==> src/rtl/hazard_ctrl.sv <==
// hazard_ctrl: pipeline hazard / stall controller for the 5-stage MIPS core.
// Drives the latch enables and flushes for IF/ID, ID/EX, EX/MEM, MEM/WB and the PC.
// A small FSM tracks the data-memory wait and the drain that follows a halt.
// Optional macro HAZARD_PERF_EN adds saturating stall/flush performance counters.
module hazard_ctrl #(
  parameter int unsigned DRAIN_CYCLES = 2,
  parameter int unsigned CNT_W        = 32
) (
  input  logic       CLK,
  input  logic       nRST,
  input  logic       ihit,
  input  logic       dhit,
  input  logic [4:0] id_rs,
  input  logic [4:0] id_rt,
  input  logic [4:0] ex_rt,
  input  logic       ex_dREN,
  input  logic       mem_dREN,
  input  logic       mem_dWEN,
  input  logic       mem_pcsrc,
  input  logic       mem_halt,
  output logic       pc_en,
  output logic       ifid_en,
  output logic       idex_en,
  output logic       exmem_en,
  output logic       memwb_en,
  output logic       ifid_flush,
  output logic       idex_flush,
  output logic       exmem_flush,
`ifdef HAZARD_PERF_EN
  output logic [CNT_W-1:0] stall_cnt,
  output logic [CNT_W-1:0] flush_cnt,
`endif
  output logic       halt
);

  // Drain counter must hold DRAIN_CYCLES; keep at least one bit when it is 0.
  localparam int unsigned DCW = (DRAIN_CYCLES < 1) ? 1 : $clog2(DRAIN_CYCLES + 1);

  typedef enum logic [1:0] {
    RUN    = 2'd0,
    DWAIT  = 2'd1,
    DRAIN  = 2'd2,
    HALTED = 2'd3
  } state_t;

  state_t         r_state;
  logic [DCW-1:0] r_drain_cnt;
  logic           r_halt;

  logic w_dmiss;
  logic w_load_use;
  logic w_branch_flush;

  assign w_dmiss    = (mem_dREN | mem_dWEN) & ~dhit;
  // $zero is hardwired, so a load targeting it can never feed a dependent instruction.
  assign w_load_use = ex_dREN & (ex_rt != 5'd0) & ((ex_rt == id_rs) | (ex_rt == id_rt));
  // Branch flush only happens in RUN when no halt or data miss outranks it and fetch is done.
  assign w_branch_flush = (r_state == RUN) & ~mem_halt & ~w_dmiss & mem_pcsrc & ihit;

  assign halt = r_halt;

  // Latch enables and flushes decoded from the current state and this cycle's hazards.
  always_comb begin
    pc_en       = 1'b0;
    ifid_en     = 1'b0;
    idex_en     = 1'b0;
    exmem_en    = 1'b0;
    memwb_en    = 1'b0;
    ifid_flush  = 1'b0;
    idex_flush  = 1'b0;
    exmem_flush = 1'b0;
    case (r_state)
      RUN: begin
        if (mem_halt) begin
          // Squash everything younger than the halt; let MEM/WB retire.
          ifid_flush  = 1'b1;
          idex_flush  = 1'b1;
          exmem_flush = 1'b1;
          memwb_en    = 1'b1;
        end else if (w_dmiss) begin
          // Freeze the whole pipe while memory is busy.
        end else if (mem_pcsrc) begin
          if (ihit) begin
            pc_en       = 1'b1;
            ifid_flush  = 1'b1;
            idex_flush  = 1'b1;
            exmem_flush = 1'b1;
            memwb_en    = 1'b1;
          end
        end else if (w_load_use && ihit) begin
          // Hold PC and IF/ID, bubble into EX, let the load advance.
          idex_flush = 1'b1;
          exmem_en   = 1'b1;
          memwb_en   = 1'b1;
        end else begin
          pc_en    = ihit;
          ifid_en  = ihit;
          idex_en  = ihit;
          exmem_en = ihit;
          memwb_en = ihit;
        end
      end
      DWAIT: begin
        // Hazard checks are skipped in the release cycle; the front end only needs ihit.
        if (dhit) begin
          pc_en    = ihit;
          ifid_en  = ihit;
          idex_en  = ihit;
          exmem_en = 1'b1;
          memwb_en = 1'b1;
        end
      end
      DRAIN: begin
        ifid_flush  = 1'b1;
        idex_flush  = 1'b1;
        exmem_flush = 1'b1;
        memwb_en    = 1'b1;
      end
      default: begin
        // HALTED: everything frozen until reset.
      end
    endcase
  end

  // Controller FSM: data-miss wait, halt drain and the sticky halt flag.
  always_ff @(posedge CLK or negedge nRST) begin
    if (!nRST) begin
      r_state     <= RUN;
      r_drain_cnt <= '0;
      r_halt      <= 1'b0;
    end else begin
      case (r_state)
        RUN: begin
          if (mem_halt) begin
            if (DRAIN_CYCLES == 0) begin
              r_state <= HALTED;
              r_halt  <= 1'b1;
            end else begin
              r_state     <= DRAIN;
              r_drain_cnt <= DCW'(DRAIN_CYCLES);
            end
          end else if (w_dmiss) begin
            r_state <= DWAIT;
          end
        end
        DWAIT: begin
          if (dhit) begin
            r_state <= RUN;
          end
        end
        DRAIN: begin
          if (r_drain_cnt <= DCW'(1)) begin
            r_state     <= HALTED;
            r_halt      <= 1'b1;
            r_drain_cnt <= '0;
          end else begin
            r_drain_cnt <= r_drain_cnt - DCW'(1);
          end
        end
        default: begin
          r_state <= HALTED;
        end
      endcase
    end
  end

`ifdef HAZARD_PERF_EN
  logic [CNT_W-1:0] r_stall_cnt;
  logic [CNT_W-1:0] r_flush_cnt;
  logic             w_stall_inc;

  assign w_stall_inc = ((r_state == RUN) | (r_state == DWAIT)) & ~pc_en;
  assign stall_cnt   = r_stall_cnt;
  assign flush_cnt   = r_flush_cnt;

  // Saturating perf counters; they stop naturally once HALTED since neither term fires there.
  always_ff @(posedge CLK or negedge nRST) begin
    if (!nRST) begin
      r_stall_cnt <= '0;
      r_flush_cnt <= '0;
    end else begin
      if (w_stall_inc && (r_stall_cnt != {CNT_W{1'b1}})) begin
        r_stall_cnt <= r_stall_cnt + CNT_W'(1);
      end
      if (w_branch_flush && (r_flush_cnt != {CNT_W{1'b1}})) begin
        r_flush_cnt <= r_flush_cnt + CNT_W'(1);
      end
    end
  end
`else
  logic w_unused;
  assign w_unused = w_branch_flush;
`endif

endmodule

==> config.mk <==
export PLATFORM = sky130hd
export DESIGN_NAME = hazard_ctrl
export DESIGN_NICKNAME = d
export VERILOG_FILES = /design/src/rtl/hazard_ctrl.sv
export SDC_FILE = /design/constraint.sdc
export NUM_CORES = 1
export LEC_CHECK = 0
export ABC_AREA = 1
export CORE_MARGIN = 4
export CORE_UTILIZATION = 39
export CTS_CLUSTER_SIZE = 30
export DETAILED_ROUTE_END_ITERATION = 16
export PLACE_DENSITY = 0.83
export REMOVE_ABC_BUFFERS = 1
export SLEW_MARGIN = 5
export SYNTH_ARGS = -nofsm -noshare
export SYNTH_HDL_FRONTEND = slang
export SYNTH_SLANG_ARGS = --single-unit
==> constraint.sdc <==
create_clock -name CLK -period 3.55 [get_ports CLK]
set_clock_uncertainty 0.15 [all_clocks]
set_input_delay 0.71 -clock CLK [delete_from_list [all_inputs] [get_ports CLK]]
set_output_delay 0.71 -clock CLK [all_outputs]
set_load 0.05 [all_outputs]
* Word-level counts from Yosys, hierarchy flattened *
Cells that the tools add are included.

operators by class
  add/subtract/negate cells = 1
  order comparisons = 1
  eq/ne operators = 8
  multiplexer cells = 38
  bitwise gates (word level) = 6
  reduce and logical (&&, ||, !) cells = 7

operators with widths
  operator             count
  $mux 1               24
  $mux 2               6
  $eq 5x5->1           2
  $pmux 1 s2           5
  $ne 2x2->1 const B   3
  $pmux 2 s3           1
  $reduce_bool 5->1    1
  $pmux 2 s2           1
  $reduce_and 2->1     2
  $and 1x1->1          3
  $ne 3x3->1 const B   1
  $pmux 1 s3           1
  $reduce_and 3->1     1
  $eq 2x1->1 const B   1
  $eq 2x2->1 const B   1
  $le 2x1->1 const B   1
  $logic_not 2->1      1
  $or 1x1->1           2
  $reduce_bool 2->1    1
  $sub 2x1->2 const B  1
  $logic_and 1x1->1    1
  $not 1->1            1

word-level totals
  flip-flop bits (word level) = 5
  input port bits = 24
  output and inout port bits = 9

* Logic depth before layout (Yosys ltp) *
Gate-level depths: netlist of the first run.

  depth after elaboration = 9
  gate-level depth with buffers = 10
  depth with buffers taken out = 9

* Worst setup path after synthesis of the first run *
No wires, ideal clock.

  kind = input port to output port
  start point = in mem_dWEN
  end point = out ifid_flush
  data arrival time = 2.491 ns
  data required time = 2.690 ns
  slack = 0.199 ns
  stages on the path = 4
  path buffers = 1
  cells stage by stage = o21ai_1 -> nand3_1 -> o21ai_0 -> buf_4

on the way
  longest elaborated chain between the ends = 5

ends and longest elaborated chain
  element               line  text
  from (decl)           18    input logic mem_dWEN,
  $or 1x1->1            54    assign w_dmiss = (mem_dREN | mem_dWEN) & ~dhit;
  $and 1x1->1           54
  $mux 1 (2 in series)  -
  $pmux 1 s2            -
  to (decl)             26    output logic ifid_flush,

Every way passes these cells.

* Final worst setup path of the first run *
  start point = in dhit
  end point = out ifid_en

on the way
  longest elaborated chain between the ends = 5

ends and longest elaborated chain
  element         line  text
  from (decl)     12    input logic dhit,
  $not 1->1       54
  $and 1x1->1     54
  $mux 1          80    end else if (w_dmiss) begin
  $mux 1          74    if (mem_halt) begin
  $pmux 1 s2 (*)  72    case (r_state)
  to (decl)       22    output logic ifid_en,

Every way passes the cells marked *; elsewhere a longest branch is shown, timed or not.

==> results of run 1 <==
==> sequential cells by signal, summed over array words and instances, names as in the netlist <==
| name | cells |
|---|---|
| r_state | 2 |
| halt | 1 |
| r_drain_cnt | 2 |
==> cell usage after synthesis (all sizes together) <==
| cell type | n | area share, % |
|---|---|---|
| o21ai | 6 | 5.4 |
| dfrtp | 5 | 23 |
| nand4 | 2 | 2.3 |
| o21bai | 1 | 1.4 |
| a21oi | 5 | 5.9 |
| nor3 | 4 | 5.4 |
| buf | 2 | 2.7 |
| inv | 23 | 16 |
| nand2 | 34 | 23 |
| xnor2 | 2 | 3.2 |
| nand3 | 6 | 5.4 |
| or2 | 1 | 1.1 |
| nor2 | 7 | 4.8 |
| a31oi | 1 | 1.1 |
==> kinds of logic after synthesis <==
kind of cell           Yosys count
AND/OR/NAND/NOR                 54
buffers and inverters           25
AO/OA/AOI/OAI                   13
flip-flops                       5
XOR/XNOR                         2
==> cell type report <==
class,count,area [sq um],share of cell area [%]
clock buffers,4,26.3,2.82
inverters,23,86.3,9.25
multi-input cells,69,327,35.0
flip-flops and latches,5,125,13.4
well taps,15,18.8,2.01
repair buffers,32,350,37.5
==> per-stage QoR <==
| step | hold slack (ns) | setup slack [ns] | TNS [ns] | power [mW] | std cells |
|---|---|---|---|---|---|
| floorplan | 0.264 | -0.388 | -0.776 | 0.0762 | 97 |
| global placement | 0.310 | 0.584 | 0 | 0.108 | 144 |
| detailed placement | 0.316 | 0.531 | 0 | 0.110 | 144 |
| CTS | 0.324 | 0.523 | 0 | 0.177 | 148 |
| global route | 0.356 | 0.402 | 0 | 0.188 | 148 |
| finish | 0.320 | 0.534 | 0 | 0.176 | 148 |
==> worst max-delay path, stage by stage <==
cell             delay (ns)
clkdlybuf4s50_1        0.45
inv_1                  0.07
o21ai_1                0.14
nand4_1                0.19
nor3_2                 0.18
nand2_1                0.08
nand2_1                0.17
buf_12                 0.17
==> report_power, final <==
| group | switching, mW | internal [mW] | leakage [nW] |
|---|---|---|---|
| clock | 0.0252 | 0.0426 | 0.0150 |
| combinational | 0.0211 | 0.0303 | 0.427 |
| sequential | 0 | 0.0572 | 0.0542 |
| total | 0.0464 | 0.130 | 0.496 |
==> worst max path at each step <==
stage / to / cells after the start
finish: ifid_en / 8
global route: ifid_en / 11
CTS: ifid_en / 8
detailed placement: ifid_en / 8
global placement: idex_en / 8
floorplan: exmem_flush / 3
==> per-layer routing <==
metal	track usage (%)	routed length [um]	vias up
li1	-	-	369
met1	20.9	647	305
met2	31.2	799	30
met3	5.14	137	0
met4	2.92	0	0
met5	0	0	-
==> impl_metrics.env, run 1 <==
export IMPL_drc=0
export IMPL_clock_latency_ns=0.25
export IMPL_crit_required_ns=2.69
export IMPL_cts_sinks=5
export IMPL_synth_seq_cells=5
export IMPL_syn_to_final_growth_pct=68.8
export IMPL_p_leak_nw=0.496
export IMPL_h_tree_depth=1
export IMPL_first_pass_iters=4
export IMPL_critPathArrivalTime_ns=2.16
export IMPL_numCtsBuffers=3
export IMPL_num_vias=704
export IMPL_drive_above_1_share_pct=15.0
export IMPL_syn_avg_cell_area_sq_um=5.59
export IMPL_gp_congestion=0.753
export IMPL_period_needed_ns=3.02
export IMPL_netlist_area_sq_um=553
export IMPL_rr_startpoint="r_state[1]$_DFFE_PN0P_"
export IMPL_critPathLaunch="dhit"
export IMPL_fmax_mhz=332
export IMPL_core_area_sq_um=1320
export IMPL_grt_pass1_vias=678
export IMPL_synth_top_family_by_area="simple AND/OR/NAND/NOR gates"
export IMPL_synth_distinct_cells=18
export IMPL_yosys_area_share_simple_pct=42.1
export IMPL_status="finished, final reports clean"
export IMPL_crit_type="in -> out"
export IMPL_num_antenna_cells=0
export IMPL_synthXorXnorAreaFrac_pct=3.17
export IMPL_antenna_found_initial=0
export IMPL_finalCritPeriodShare_pct=85.0
export IMPL_grt_max_degree=7
export IMPL_dpl_hpwl_mm=1.40
export IMPL_syn_inst=99
export IMPL_ant_nets=0
export IMPL_dpl_cell_area_sq_um=907
export IMPL_fin_util_pct=70.8
export IMPL_ys_warnings_count=0
export IMPL_min_delay_path_depth=1
export IMPL_synth_compound_area_share_pct=13.8
export IMPL_final_area_sq_um=933
export IMPL_grt_use_total_pct=17.6
export IMPL_clk_pin_slew_ns=0.04
export IMPL_die_h_um=45.7
export IMPL_num_rows=13
export IMPL_yosysSeqAreaShare_pct=22.6
export IMPL_rr_worst_depth=5
export IMPL_ctsHoldBuffers=0
export IMPL_start_util_pct=42.0
export IMPL_hold_viol_final=0
export IMPL_cts_buffer_depth=2
export IMPL_fp_dieArea_sq_um=2080
export IMPL_port_buffers=32
export IMPL_fill_cells=109
export IMPL_grt_remaining_overflow=0
export IMPL_synth_mux_area_share_pct=0
export IMPL_cts_tree="done"
export IMPL_end_kind="output port"
export IMPL_hold_path_end="halt$_DFFE_PN0P_"
export IMPL_min_path_type="reg -> reg"
export IMPL_peakVddDrop_v=0.000264
export IMPL_routed_wl_mm=1.58
export IMPL_finalSetupViolCount=0
export IMPL_drtIter0Drc=31
export IMPL_vias_per_cell=4.76
export IMPL_die_w_um=45.7
export IMPL_rsz0062_at_grt="false"
export IMPL_cts_resized=0
export IMPL_wire_per_inst_um=10.7
export IMPL_mostFrequentLayoutCells="nand2_1 (34), clkdlybuf4s50_1 (24), inv_1 (18)"
export IMPL_worstHoldStart="halt$_DFFE_PN0P_"
export IMPL_reg2reg_setup_slack_ns=2.27
export IMPL_cap_violations=0
export IMPL_critPathLaunchType="primary input"
export IMPL_nNetsFinal=158
export IMPL_power_density_nw_per_um2=189
export IMPL_ios=33
export IMPL_crit_fanout=3
export IMPL_max_slew_margin_pct=67.0
export IMPL_root_buffer="clkbuf_4"
export IMPL_grt_pass1_wl_mm=2.71
export IMPL_layout_commonest_cell="nand2_1"
export IMPL_post_cts_setup_buffers=0
export IMPL_yosys_area_share_adder_pct=0
export IMPL_tightest_slew_ns=0.493
export IMPL_r2r_end="r_drain_cnt[1]$_DFFE_PN0P_"
export IMPL_drv_slew=0
No activity file was read; power rests on OpenSTA's default activity.
==> run 2: changes to the inputs <==
- CORE_UTILIZATION: 39 -> 33
- PLACE_DENSITY: 0.83 -> 0.75
- clock period: 3.55 -> 2.76 ns (I/O delays scaled with it)
==> run 2 against run 1 <==
Effect of this change: global-route usage decreased by 3.9 points; combinational power is 29% higher; final cell count grew 1.4%; clock-buffer cell count unchanged.
==> impl_metrics.env, run 2 (same netlist as run 1, synthesis figures left out) <==
export IMPL_endpoint="ifid_en"
export IMPL_dpl_hpwl_mm=1.37
export IMPL_critPathArrivalTime_ns=1.93
export IMPL_max_slew_margin_pct=67.1
export IMPL_rsz0062_at_grt="false"
export IMPL_hold_viol_final=0
export IMPL_core_area_sq_um=1540
export IMPL_critPathLaunchType="primary input"
export IMPL_vias_per_cell=4.67
export IMPL_root_buffer="clkbuf_4"
export IMPL_rr_worst_depth=4
export IMPL_crit_fanout=3
export IMPL_ant_nets=0
export IMPL_drive_above_1_share_pct=17.2
export IMPL_drv_slew=0
export IMPL_peakVddDrop_v=0.000248
export IMPL_cp_top_family="buffers and inverters"
export IMPL_fmax_mhz=380
export IMPL_critPathLaunch="dhit"
export IMPL_p_leak_nw=0.558
export IMPL_min_delay_path_depth=1
export IMPL_grt_use_total_pct=13.7
export IMPL_grt_remaining_overflow=0
export IMPL_cts_buffer_depth=2
export IMPL_min_path_type="reg -> reg"
export IMPL_dpl_cell_area_sq_um=966
export IMPL_h_tree_depth=1
export IMPL_grt_pass1_vias=639
export IMPL_grt_pass1_wl_mm=2.63
export IMPL_port_buffers=32
export IMPL_tightest_slew_ns=0.492
export IMPL_clock_latency_ns=0.24
export IMPL_antenna_found_initial=0
export IMPL_gp_congestion=0.854
export IMPL_finalCritPeriodShare_pct=95.4
export IMPL_r2r_end="r_state[0]$_DFFE_PN0P_"
export IMPL_cap_violations=0
export IMPL_grt_max_degree=7
export IMPL_num_rows=14
export IMPL_cp_cell_sequence="clkdlybuf4s50_1 > inv_1 > o21ai_1 > nand4_1 > nor3_2 > nand2_1 > nand2_2 > buf_12"
export IMPL_design_power_total_mw=0.221
export IMPL_routed_wl_mm=1.58
export IMPL_final_area_sq_um=1010
export IMPL_cp_depth=8
export IMPL_period_needed_ns=2.63
export IMPL_start_util_pct=35.9
export IMPL_crit_type="in -> out"
export IMPL_layout_commonest_cell="nand2_1"
export IMPL_die_h_um=48.9
export IMPL_worstHoldStart="r_drain_cnt[0]$_DFFE_PN0P_"
export IMPL_nNetsFinal=159
export IMPL_cp_slowest_stage_delay_ns=0.45
export IMPL_syn_to_final_growth_pct=82.6
export IMPL_drtIter0Drc=19
export IMPL_ios=33
export IMPL_fp_dieArea_sq_um=2390
export IMPL_num_vias=700
export IMPL_cts_tree="done"
export IMPL_die_w_um=48.9
export IMPL_clk_pin_slew_ns=0.04
export IMPL_mostFrequentLayoutCells="nand2_1 (32), clkdlybuf4s50_1 (19), inv_1 (18)"
export IMPL_power_density_nw_per_um2=219
export IMPL_crit_required_ns=2.06
export IMPL_ctsHoldBuffers=0
export IMPL_cts_sinks=5
export IMPL_first_pass_iters=4
export IMPL_finalSetupViolCount=0
export IMPL_wire_per_inst_um=10.6
export IMPL_rr_startpoint="r_state[0]$_DFFE_PN0P_"
export IMPL_cp_slowest_cell="clkdlybuf4s50_1"
export IMPL_numCtsBuffers=3
export IMPL_reg2reg_setup_slack_ns=1.52
export IMPL_drc=0
export IMPL_status="finished, final reports clean"
export IMPL_num_antenna_cells=0
export IMPL_end_kind="output port"
export IMPL_path_buf_inv=3
==> run 2: what timing repair did <==
| action | CTS | global route |
|---|---|---|
| gates resized for setup | 0 | 7 |
| endpoints found under the setup margin | 0 | 3 |
| buffers inserted | 0 | 0 |
==> run 2: worst min path at each step <==
stage / end / slack [ns]
6_report: r_drain_cnt[0]$_DFFE_PN0P_ / 0.34
5_1_grt: r_drain_cnt[0]$_DFFE_PN0P_ / 0.35
4_1_cts: r_drain_cnt[0]$_DFFE_PN0P_ / 0.35
3_5_place_dp: halt$_DFFE_PN0P_ / 0.31
3_3_place_gp: halt$_DFFE_PN0P_ / 0.31
2_1_floorplan: halt$_DFFE_PN0P_ / 0.11
==> run 2: cell type report <==
type | instances | area (sq um)
multi-input combinational | 69 | 332
tap | 16 | 20.0
clock buffer | 4 | 26.3
fill | 132 | 532
inverter | 23 | 86.3
sequential | 5 | 125
timing repair buffer | 33 | 420
==> run 2: routing by layer <==
| layer | wire (um) | GRT usage, % | up-vias |
|---|---|---|---|
| met3 | 84 | 4.59 | 0 |
| li1 | - | - | 375 |
| met4 | 0 | 4.04 | 0 |
| met5 | 0 | 0 | - |
| met1 | 712 | 15.5 | 305 |
| met2 | 787 | 23.9 | 20 |
==> run 2: metrics by stage <==
step	utilization [%]	hold slack (ns)	std cells	setup WS, ns	setup TNS [ns]
floorplan	-	0.106	97	-0.862	-1.72
global placement	62.7	0.310	146	0.0862	0
detailed placement	62.7	0.313	146	0.0667	0
CTS	64.4	0.345	150	0.0639	0
global route	65.5	0.353	150	0.00265	0
finish	65.5	0.341	150	0.128	0
==> run 2: power by group <==
group	switching [mW]	total, mW	internal, mW
sequential	0	0.0736	0.0736
clock	0.0267	0.0811	0.0545
combinational	0.0282	0.0663	0.0381
==> run 3: changes to the inputs <==
- CAP_MARGIN: unset -> 25
- CORE_UTILIZATION: 33 -> 36
- PLACE_DENSITY: 0.75 -> 0.78
- clock period: 2.76 -> 2.55 ns (I/O delays scaled with it)
==> run 3 against run 2 <==
Effect of this change: register-to-register slack worse by 0.46 ns; non-clock buffer count grew 4; power rose by 9.6%; clock-buffer cell count unchanged; worst hold slack got worse by 0.023 ns.
==> impl_metrics.env, run 3 (same netlist as run 1, synthesis figures left out) <==
export IMPL_hold_viol_final=0
export IMPL_fill_cells=101
export IMPL_peakVddDrop_v=0.000225
export IMPL_layout_commonest_cell="nand2_1"
export IMPL_grt_use_total_pct=15.7
export IMPL_critPathLaunchType="primary input"
export IMPL_h_tree_depth=1
export IMPL_cp_cell_sequence="clkdlybuf4s50_1 > inv_1 > nand2_1 > nand2_1 > nor2_2 > nand3_2 > nand2_2 > nand2_2 > nand2_2 > nand2_4 > buf_12"
export IMPL_clk_pin_slew_ns=0.04
export IMPL_status="finished, final reports clean"
export IMPL_crit_type="in -> out"
export IMPL_final_area_sq_um=1080
export IMPL_start_util_pct=40.5
export IMPL_end_kind="output port"
export IMPL_grt_remaining_overflow=0
export IMPL_cts_buffer_depth=2
export IMPL_num_vias=731
export IMPL_root_buffer="clkbuf_4"
export IMPL_port_buffers=32
export IMPL_gp_congestion=0.767
export IMPL_core_area_sq_um=1370
export IMPL_drtIter0Drc=7
export IMPL_clock_latency_ns=0.23
export IMPL_crit_required_ns=1.89
export IMPL_grt_pass1_vias=640
export IMPL_drv_slew=0
export IMPL_period_needed_ns=2.49
export IMPL_critPathLaunch="id_rs[0]"
export IMPL_drive_above_1_share_pct=25.4
export IMPL_numCtsBuffers=3
export IMPL_max_slew_margin_pct=66.6
export IMPL_dpl_cell_area_sq_um=980
export IMPL_dp_cells=147
export IMPL_mostFrequentLayoutCells="nand2_1 (30), inv_1 (16), dlymetal6s2s_1 (12)"
export IMPL_drc=0
export IMPL_power_density_nw_per_um2=224
export IMPL_critPathArrivalTime_ns=1.83
export IMPL_num_rows=13
export IMPL_critPathMostFrequentCell="nand2_2"
export IMPL_num_antenna_cells=0
export IMPL_routed_wl_mm=1.70
export IMPL_cts_tree="done"
export IMPL_dpl_hpwl_mm=1.38
export IMPL_crit_fanout=2
export IMPL_nNetsFinal=163
export IMPL_cts_sinks=5
export IMPL_fmax_mhz=402
export IMPL_vias_per_cell=4.78
export IMPL_tightest_slew_ns=0.499
export IMPL_worstHoldStart="halt$_DFFE_PN0P_"
export IMPL_p_leak_nw=0.645
export IMPL_fp_dieArea_sq_um=2230
export IMPL_fin_cells=153
export IMPL_first_pass_iters=4
export IMPL_design_power_total_mw=0.242
export IMPL_cp_slowest_cell="clkdlybuf4s50_1"
export IMPL_syn_to_final_growth_pct=95.9
export IMPL_finalSetupViolCount=0
export IMPL_rr_startpoint="r_state[0]$_DFFE_PN0P_"
export IMPL_wire_per_inst_um=11.1
export IMPL_cp_slowest_stage_delay_ns=0.48
export IMPL_rr_worst_depth=6
export IMPL_die_h_um=47.2
export IMPL_cap_violations=0
export IMPL_min_delay_path_depth=1
export IMPL_die_w_um=47.2
export IMPL_min_path_type="reg -> reg"
export IMPL_grt_pass1_wl_mm=2.48
export IMPL_ant_nets=0
export IMPL_ios=33
export IMPL_finalCritPeriodShare_pct=97.6
export IMPL_grt_max_degree=7
export IMPL_antenna_found_initial=0
-- run 3: cell types whose count changed in the layout (fill, tap and decap cells not counted), sizes merged --
| cell | change |
|---|---|
| dlygate4sd2 | +3 |
| dlymetal6s2s | +7 |
| clkdlybuf4s50 | -10 |
| buf | +4 |
-- run 3: final cells by class --
type	count	area, sq um	share of cell area, %
tap	15	18.8	1.73
multi-input combinational	69	363	33.5
clock buffer	4	26.3	2.42
sequential	5	125	11.5
inverter	23	86.3	7.97
timing repair buffer	37	464	42.8
-- run 3: final timing paths --
path / endpoint / slack (ns)
worst max-delay path: ifid_en / 0.06
worst min register to register: halt$_DFFE_PN0P_ / 0.32
worst max register to register: r_state[0]$_DFFE_PN0P_ / 1.06
min in group asynchronous: halt$_DFFE_PN0P_ / 0.35
worst min-delay path: halt$_DFFE_PN0P_ / 0.32
max in group asynchronous: r_state[0]$_DFFE_PN0P_ / 1.70
-- run 3: power breakdown --
group | leakage [nW] | switching (mW) | internal (mW)
registers | 0.0542 | 0 | 0.0797
logic | 0.575 | 0.0345 | 0.0412
clock network | 0.0150 | 0.0281 | 0.0589
total | 0.645 | 0.0626 | 0.180
-- run 3: timing repair --
| action | in CTS | in global routing |
|---|---|---|
| pin swaps | 1 | 13 |
| gates cloned | 0 | 0 |
| hold buffers | 0 | 0 |
| setup endpoints to repair | 3 | 5 |
| setup buffers | 0 | 2 |
| resized for setup | 5 | 22 |
-- run 3: per-stage QoR --
step           hold slack, ns  utilization, %  setup TNS (ns)  setup WS, ns
6_report                0.318            79.3               0        0.0599
4_1_cts                 0.324            73.7               0      0.000768
3_5_place_dp            0.314            71.7          -0.142       -0.0619
3_3_place_gp            0.312            71.7         -0.0356       -0.0178
2_1_floorplan          0.0644               -           -1.98        -0.988
5_1_grt                 0.339            79.3         -0.0881       -0.0328
-- run 3: routing by layer --
layer  GRT usage [%]  part of all wire (%)
met5               0                     0
met4            4.97                   1.1
met3            2.30                   5.7
met2            28.7                    52
met1            18.5                    41
-- run 3: worst max-delay path: cells and delay by family --
kind	cells	cell delay [ns]
buffers and inverters	3	0.67
AND/OR/NAND/NOR	8	0.65
==> edit, RTL diff (flow settings as in run 2) <==
Change the parameter `DRAIN_CYCLES` from 2 to 1.
--- a/src/rtl/hazard_ctrl.sv
+++ b/src/rtl/hazard_ctrl.sv
@@ -3,7 +3,7 @@
 // A small FSM tracks the data-memory wait and the drain that follows a halt.
 // Optional macro HAZARD_PERF_EN adds saturating stall/flush performance counters.
 module hazard_ctrl #(
-  parameter int unsigned DRAIN_CYCLES = 2,
+  parameter int unsigned DRAIN_CYCLES = 1,
   parameter int unsigned CNT_W        = 32
 ) (
   input  logic       CLK,
Formal check against the unedited RTL: not equivalent (a bounded check fails within 4 cycles, from zero or initial values and one cycle with nRST low).
==> edit against run 2 <==
  * Setup slack got worse by 15 ps
  * Critical path depth rose by 3
  * Wire length decreased by 4.5%
  * Synthesized area fell by 20%
  * Design area decreased by 12%
  * Sequential cell count fell by 2
  * Critical path type unchanged
  * Largest cell class unchanged
Power is left out: it rests on default switching activity, and per cell area and clock period it moved more than threefold.
==> edit: results (changes against run 2) <==
Logic synthesis
  – Synth async-reset ratio: 100% (unchanged)
  – Number of synthesized flops with an enable pin: 0 (unchanged)
  – Sequential fraction of the synthesis area: 17.0% (was 22.6%)
  – Distinct cells, synth: 16 (was 18)
  – Yosys warns: 0 (unchanged)
  – Post-synth top cells: nand2_1, inv_1, nor2_1, nand3_1, dfrtp_1 (was nand2_1, inv_1, nor2_1, nand3_1)
  – Top_reg_cell synth: dfrtp_1 (unchanged)
  – Top area cells in the synthesized netlist: nand2_1, dfrtp_1, inv_1, nor2_1, nand3_1 (was nand2_1, dfrtp_1, inv_1, nand3_1, nor2_1)

Layout
  – Top reg by flops: r_state
  – Fin nets: 146 (was 159)
  – Largest register FFs: 2
  – Share of cells above drive strength 1: 18.2% (was 17.2%)
  – Fill cells: 110 (was 132)
  – Antenna fix cells: 0 (unchanged)

Clocking
  – Buffer depth of the longest clock path: 2 (unchanged)
  – Setup bufs post-CTS: 0 (unchanged)
  – Clock-pin slew on the worst setup and hold paths: 40 ps (about the same)
  – Worst-Skew Late Latency: 240 ps (about the same)
  – Post_cts resized: 0 (unchanged)
  – TritonCTS Buffers: 3 (unchanged)
  – Root Buffer: clkbuf_4 (unchanged)
  – CTS H-Tree Depth: 1 (unchanged)

Global routing
  – GRT met2 Usage: 30.4% (was 23.9%)
  – Vias in the first global route: 605 (was 639)
  – Antenna violations before repair: 0 (unchanged)
  – M3 GR Usage: 2.03% (was 4.59%)
  – Total GRT Usage: 15.9% (was 13.7%)
  – Met1 track demand over resource: 17.4% (was 15.5%)
  – Pin count of the biggest net entering global routing: 6 (was 7)
  – First-pass GRT wire length: 2370 um (was 2630 um)

STA
  – Worst Max-Slew Pin Slew: 505 ps (was 492 ps)
  – Worst hold margin: 336 ps (was 341 ps)
  – Period utilization: 95.9% (was 95.4%)

Routing
  – DR iter-0 viols: 18 (was 19)
  – DRT Wirelength: 1510 um (was 1580 um)
  – Pre-antenna DRT Iters: 4 (unchanged)
  – Routed vias: 639 (was 700)

Critical path
  – Crit path from: ex_rt[4] (was dhit)
  – CP top delay family: buffers and inverters (unchanged)
  – Reg2reg start: r_state[1]$_DFFE_PN0P_ (was r_state[0]$_DFFE_PN0P_)
  – Worst EP arrival: 1950 ps (was 1930 ps)
  – R2r setup slk: 1780 ps (was 1520 ps)
  – Critical-path top delay cell: clkdlybuf4s50_1 (unchanged)
  – CP peak stage delay: 550 ps (was 450 ps)
  – Worst-path fanout max: 4 (was 3)

Place
  – HPWL Detailed: 1300 um (was 1370 um)
  – Pre-CTS setup slack: 65.0 ps (was 66.7 ps)
  – GPL Wtd Cong: 0.766 (was 0.854)
  – Port Buffer Count: 32 (unchanged)

Outcome
  – Status: finished clean (unchanged)

Floorplanning
  – Core ar.: 0.00119 mm2 (was 0.00154 mm2)

Worst hold path
  – Min-delay src: r_state[0]$_DFFE_PN0P_ (was r_drain_cnt[0]$_DFFE_PN0P_)
  – Hold crit path type: flop to flop (unchanged)
## edit: cell count changes after synthesis, moves of 3 or more
cell,before,now
inv_2,5,2
a21oi_1,3,0
nor2_1,7,13
nand2_1,34,31
o21ai_0,5,2
## edit: cells by family (layout without fill, tap and decap cells)
logic type                count (synthesis)  after routing  synth area share (%)
xor gates and xnor gates                  2              2                  3.97
AOI/OAI and AO/OA                         5              5                  7.65
buffers and inverters                    21             56                  19.5
and+or+nand+nor                          55             55                  51.8
DFF                                       3              3                  17.0
## edit: worst register-to-register path, stage by stage, from the launching register on
cell	delay [ps]
dfrtp_1	410
nor2_1	150
nand3_1	100
o211ai_1	90
## edit: metrics by stage
stage	instance area [um2]	cells	util, %
after global placement	852	131	71.8
after CTS	878	135	74.1
final	891	135	75.1
after global routing	891	135	75.1
after detailed placement	852	131	71.8
after floorplan	427	84	-
## edit: cell type report
cell class	instances	area, um2	area share (%)
multi-input combinational	62	288	32.3
inverter	19	71.3	8.01
tap	14	17.5	1.97
clock buffer	4	26.3	2.95
timing repair buffer	33	413	46.3
sequential	3	75.1	8.43
## edit: layer usage
layer / vias to the layer above / share of wire, % / wire [um]
li1: 324 / - / -
met1: 277 / 38 / 581
met5: - / 0 / 0
met3: 2 / 8.8 / 133
met4: 0 / 0.73 / 11
met2: 36 / 52 / 786
## edit: final timing paths
| path | cells past startpoint | to |
|---|---|---|
| setup reg to reg | 3 | r_state[0]$_DFFE_PN0P_ |
| min in group asynchronous | 1 | r_state[1]$_DFFE_PN0P_ |
| max in group asynchronous | 1 | r_state[0]$_DFFE_PN0P_ |
| setup / recovery | 11 | pc_en |
| hold reg to reg | 1 | halt$_DFFE_PN0P_ |
| hold / removal | 1 | halt$_DFFE_PN0P_ |
